File: config.mk
export PLATFORM = sky130hd
export DESIGN_NAME = gpr_sb
export DESIGN_NICKNAME = d
export VERILOG_FILES = /design/src/rtl/gpr_sb.sv
export SDC_FILE = /design/constraint.sdc
export NUM_CORES = 2
export LEC_CHECK = 0
export CORE_ASPECT_RATIO = 0.9
export CORE_MARGIN = 2
export CORE_UTILIZATION = 42
export DETAILED_ROUTE_END_ITERATION = 12
export HOLD_SLACK_MARGIN = 0.12
export PLACE_DENSITY = 0.63
export SYNTH_ARGS = -nofsm -noshare
export SYNTH_HDL_FRONTEND = slang
export SYNTH_SLANG_ARGS = --single-unit
File: constraint.sdc
create_clock -name clk -period 16.2 [get_ports clk]
set_input_delay 4.86 -clock clk [delete_from_list [all_inputs] [get_ports clk]]
set_output_delay 4.86 -clock clk [all_outputs]
set_load 0.005 [all_outputs]
File: src/rtl/gpr_sb.sv
// Multi-port general purpose register file with same-cycle write bypass and a
// per-register pending-write scoreboard used by decode for RAW stall detection.
module gpr_sb #(
  parameter int DATA_WIDTH = 32,
  parameter int ADDR_WIDTH = 5,
  parameter int RD_PORTS   = 2,
  parameter int WR_PORTS   = 2,
  parameter int CNT_WIDTH  = 2,
  parameter bit ZERO_REG   = 1'b1
) (
  input  logic                           clk,
  input  logic                           reset,
  input  logic [RD_PORTS*ADDR_WIDTH-1:0] rd_addr,
  input  logic [RD_PORTS-1:0]            rd_use,
  output logic [RD_PORTS*DATA_WIDTH-1:0] rd_data,
  output logic [RD_PORTS-1:0]            rd_busy,
  output logic                           stall,
  input  logic                           iss_en,
  input  logic [ADDR_WIDTH-1:0]          iss_addr,
  output logic                           iss_ok,
  input  logic [WR_PORTS-1:0]            wr_en,
  input  logic [WR_PORTS*ADDR_WIDTH-1:0] wr_addr,
  input  logic [WR_PORTS*DATA_WIDTH-1:0] wr_data,
  input  logic                           flush,
  output logic                           sb_err
);
  localparam int NUM_REGS = 2**ADDR_WIDTH;
  localparam int MW       = $clog2(WR_PORTS + 1);
  localparam int SW       = ((CNT_WIDTH > MW) ? CNT_WIDTH : MW) + 1;
  localparam logic [CNT_WIDTH-1:0] CNT_MAX = '1;

  logic [DATA_WIDTH-1:0] r_regs [NUM_REGS];
  logic [CNT_WIDTH-1:0]  r_cnt  [NUM_REGS];
  logic                  r_sb_err;

  logic [MW-1:0]         w_hits    [NUM_REGS];
  logic [CNT_WIDTH-1:0]  w_cnt_nxt [NUM_REGS];
  logic                  w_err_set;

  function automatic logic [MW-1:0] f_hits(
    input logic [ADDR_WIDTH-1:0]          a,
    input logic [WR_PORTS-1:0]            en,
    input logic [WR_PORTS*ADDR_WIDTH-1:0] wa
  );
    logic [MW-1:0] n;
    n = '0;
    for (int k = 0; k < WR_PORTS; k++)
      if (en[k] && wa[k*ADDR_WIDTH +: ADDR_WIDTH] == a) n = n + MW'(1);
    return n;
  endfunction

  // Saturating cnt + inc - dec, clamped to [0, CNT_MAX].
  function automatic logic [CNT_WIDTH-1:0] f_cnt_next(
    input logic [CNT_WIDTH-1:0] c,
    input logic                 inc,
    input logic [MW-1:0]        dec
  );
    logic [SW-1:0] s;
    s = SW'(c) + SW'(inc);
    if (s <= SW'(dec)) return '0;
    s = s - SW'(dec);
    if (s > SW'(CNT_MAX)) return CNT_MAX;
    return CNT_WIDTH'(s);
  endfunction

  always_comb begin
    for (int r = 0; r < NUM_REGS; r++)
      w_hits[r] = f_hits(ADDR_WIDTH'(r), wr_en, wr_addr);
  end

  // Issue handshake: iss_en is the request, iss_ok the acceptance; an issue
  // takes effect only in a cycle where both are high, otherwise it is dropped.
  assign iss_ok = (r_cnt[iss_addr] != CNT_MAX) || (w_hits[iss_addr] != '0);

  always_comb begin
    for (int r = 0; r < NUM_REGS; r++)
      w_cnt_nxt[r] = f_cnt_next(r_cnt[r],
                                iss_en && iss_ok && (iss_addr == ADDR_WIDTH'(r)) &&
                                !flush && !(ZERO_REG && r == 0),
                                w_hits[r]);
  end

  always_comb begin
    w_err_set = iss_en && !iss_ok && !flush;
    for (int k = 0; k < WR_PORTS; k++)
      if (wr_en[k] && r_cnt[wr_addr[k*ADDR_WIDTH +: ADDR_WIDTH]] == '0 &&
          !(ZERO_REG && wr_addr[k*ADDR_WIDTH +: ADDR_WIDTH] == '0))
        w_err_set = 1'b1;
  end

  for (genvar p = 0; p < RD_PORTS; p++) begin : g_rd
    logic [ADDR_WIDTH-1:0] w_ra;
    logic [DATA_WIDTH-1:0] w_rd;
    logic                  w_zero;

    assign w_ra   = rd_addr[p*ADDR_WIDTH +: ADDR_WIDTH];
    assign w_zero = ZERO_REG && (w_ra == '0);

    // Later write ports override earlier ones, matching the array priority.
    always_comb begin
      w_rd = r_regs[w_ra];
      for (int k = 0; k < WR_PORTS; k++)
        if (wr_en[k] && wr_addr[k*ADDR_WIDTH +: ADDR_WIDTH] == w_ra)
          w_rd = wr_data[k*DATA_WIDTH +: DATA_WIDTH];
      if (w_zero) w_rd = '0;
    end

    assign rd_data[p*DATA_WIDTH +: DATA_WIDTH] = w_rd;
    assign rd_busy[p] = !w_zero && (SW'(r_cnt[w_ra]) > SW'(w_hits[w_ra]));
  end

  assign stall  = |(rd_use & rd_busy);
  assign sb_err = r_sb_err;

  always_ff @(posedge clk) begin
    if (reset) begin
      for (int r = 0; r < NUM_REGS; r++) begin
        r_regs[r] <= '0;
        r_cnt[r]  <= '0;
      end
      r_sb_err <= 1'b0;
    end else begin
      for (int k = 0; k < WR_PORTS; k++)
        if (wr_en[k] && !(ZERO_REG && wr_addr[k*ADDR_WIDTH +: ADDR_WIDTH] == '0))
          r_regs[wr_addr[k*ADDR_WIDTH +: ADDR_WIDTH]] <= wr_data[k*DATA_WIDTH +: DATA_WIDTH];
      for (int r = 0; r < NUM_REGS; r++)
        r_cnt[r] <= flush ? '0 : w_cnt_nxt[r];
      if (w_err_set) r_sb_err <= 1'b1;
    end
  end
endmodule

==> results.toml <==
[status]
outcome = "finished, final reports clean"

[placement]
pre_cts_ws_ns = 1.48
gp_congestion = 0.959
dp_hpwl_um = 153000
io_buffers = 165

[clock_tree]
cts_resized = 0
clk_path_buf_depth = 3
ctsHoldBuffers = 0
cts_setup_buffers = 0
clock_latency_ns = 0.77
cts_sinks = 1089
cts-buffers-inserted = 118
cts_tree = "done"
clk_pin_slew_ns = 0.06
htree_num_levels = 3
cts_root_buf = "clkbuf_16"

[sta]
post-route-period-util_pct = 91.5
slew_violations = 0
period_minus_slack_ns = 14.82
finalHoldViolCount = 0
setup_tns_ns = 0
worstMarginPinSlew_ns = 1.38
grt_setup_unrepaired = "no"
max_freq_mhz = 67.5
relSlewSlack_pct = 7.86
clock_skew_ns = 0.0178
finalSetupViolations = 0
worst_slack_ns = 1.38
holdWs_ns = 0.564

[yosys]
avgSynthCellArea_um2 = 14.4
yosys-top-cells-count = "edfxtp_1 (1024), a22o_1 (993), mux4_2 (726), clkbuf_1 (438), nor2_1 (201)"
yosys.area.top_type = "edfxtp_1"
ys_types = 58
syn_area_um2 = 69100
async_flop_share_pct = 0
ys_seq_area_share_pct = 46.4
synth_top_area_share_pct = 44.5
yosysMostFrequentCell = "edfxtp_1"
synth-simple-area-share_pct = 3.24
synth_edf_count = 1024
synth_xor_area_share_pct = 0.646
synthTopCellsByArea = "edfxtp_1 (44%), mux4_2 (24%), a22o_1 (13%)"
synth_top_family_by_area = "multiplexers"
muxShareOfSynthArea_pct = 24.7
synthAdderAreaFrac_pct = 4.19
synth-seq-cells = 1089
ys_warn_count = 0
synth_flop_cell = "edfxtp_1"
synth_compound_area_share_pct = 16.1
synthCells = 4794

[run]
drv_cap = 0

[detailed_routing]
vias = 52658
via_per_inst = 7.65
drt-initial-drc-count = 9676
dr.pass1.iters = 8
ant_nets = 0
avgRoutedWirePerCell_um = 41.6
routed_wl_um = 286000
drc = 0

[floorplan]
die_h_um = 389
std_cell_rows = 141
ioPinCount = 166
start_util_pct = 42.2
die_w_um = 432
core_area_um2 = 164000
die-area_um2 = 168000

[global_route]
grt_max_degree = 120
overflow = 0
grt_pass1_vias = 50457
grtUsageTotal_pct = 33.5
grt_pass1_wl_um = 394000
antenna_found_initial = 12

[critical_path]
critical_path_class = "primary input to primary output"
end_kind = "primary output"
timing.rr.end = "r_cnt[23][1]"
slowest_stage = "clkdlybuf4s50_1"
worstPathArrival_ns = 9.96
ff2ff_path_depth = 13
crit_chain = "clkdlybuf4s50_1 > nand3_1 > nor2_1 > ha_1 > mux4_2 > mux4_2 > mux2_2 > ha_1 > a211oi_1 > a22o_1 > clkdlybuf4s50_1"
r2r-start = "r_cnt[8][1]"
required_ns = 11.34
r2r_setup_slack_ns = 12.06
cp-start-kind = "primary input"
cp_max_fo = 19
critPathMaxStageDelay_ns = 1.01

[power]
p_seq_share_pct = 46.4
power_frac_comb_pct = 15.4
power_density_nw_per_um2 = 93.1
sw_frac_of_total_pct = 26.7
leakage_uw = 0.0256
irDropWorstVdd_v = 0.0000971
internal_power_uw = 5230
net-switching-power_uw = 1910
power.share.clock_pct = 38.1
total_power_uw = 7130

[min_path]
min_path_type = "register to register"
hold_path_depth = 2
min_from = "sb_err"
min_to = "sb_err"

[layout]
drive_gt1_share_pct = 25.6
area.growth.synth_to_final_pct = 10.8
nNetsFinal = 4918
==> kinds of logic after synthesis <==
family | after synthesis
muxes | 798
xor gates and xnor gates | 51
and+or+nand+nor | 452
adders and majority gates | 194
buffers and inverters | 802
DFF | 1089
AOI/OAI and AO/OA | 1407
other | 1
==> sequential cells by signal (all words and copies together), names as in the netlist <==
register,flops
r_regs,1024
r_cnt,64
sb_err,1
==> power by group through the flow <==
stage	combinational, µW	sequential, µW	clock (µW)
2_1_floorplan	667	3340	0
3_3_place_gp	1070	3350	0
3_5_place_dp	1070	3370	0
4_1_cts	1080	3310	2710
5_1_grt	1130	3330	2820
6_report	1100	3310	2720
==> layer usage <==
| layer | up-vias | routed length [µm] | track usage, % |
|---|---|---|---|
| met2 | 5171 | 123000 | 48.2 |
| met5 | - | 77 | 0.259 |
| met3 | 1112 | 46000 | 13.1 |
| met1 | 26816 | 98300 | 43.1 |
| li1 | 19555 | - | - |
| met4 | 4 | 18700 | 18.7 |
==> critical path, delay by kind of cell <==
kind	cells	cell delay, ns
AOI/OAI and AO/OA	2	0.73
buffers and inverters	2	1.51
muxes	3	1.32
and+or+nand+nor	2	0.94
adders and majority gates	2	0.60
==> per-stage QoR <==
step / utilization (%) / instance area, µm² / cells
global route: 46.7 / 76600 / 6874
CTS: 46.7 / 76600 / 6873
global placement: 44.4 / 72800 / 6652
finish: 46.7 / 76600 / 6885
detailed placement: 44.4 / 72800 / 6652
floorplan: - / 69300 / 4825
==> cell type report <==
| type | count | area, µm² |
|---|---|---|
| inverters | 131 | 492 |
| multi-input cells | 2934 | 34400 |
| clock inverters | 71 | 633 |
| repair buffers | 353 | 3180 |
| diodes | 12 | 30.0 |
| fillers | 13896 | 87300 |
| well taps | 2145 | 2680 |
| flip-flops and latches | 1089 | 32100 |
| clock buffers | 150 | 3130 |
==> worst max-delay path by stage <==
| stage | from | to | slack (ns) | cells past startpoint |
|---|---|---|---|---|
| after CTS | wr_addr[1] | stall | 1.48 | 11 |
| final | wr_addr[1] | stall | 1.38 | 11 |
| after detailed placement | wr_addr[1] | stall | 1.48 | 11 |
| after global routing | wr_addr[1] | stall | 1.19 | 11 |
| after global placement | wr_addr[1] | stall | 1.52 | 13 |
| after floorplan | wr_addr[9] | stall | 3.29 | 11 |
==> layout by cell type, fill, tap and decap left out, types with 33 or more instances in the layout <==
| master | n |
|---|---|
| buf_4 | 184 |
| fa_1 | 63 |
| dfxtp_1 | 65 |
| o21ai_0 | 108 |
| nor3b_1 | 33 |
| mux4_2 | 726 |
| a31oi_1 | 35 |
| nand2_1 | 40 |
| nor2_1 | 174 |
| mux2i_1 | 68 |
| clkbuf_16 | 120 |
| a21oi_1 | 147 |
| ha_1 | 131 |
| inv_1 | 131 |
| xnor2_1 | 35 |
| clkdlybuf4s50_1 | 153 |
| edfxtp_1 | 1024 |
| a22o_1 | 993 |
| nor2_4 | 33 |
| a21o_1 | 64 |
Power figures use the tool's default switching activity.
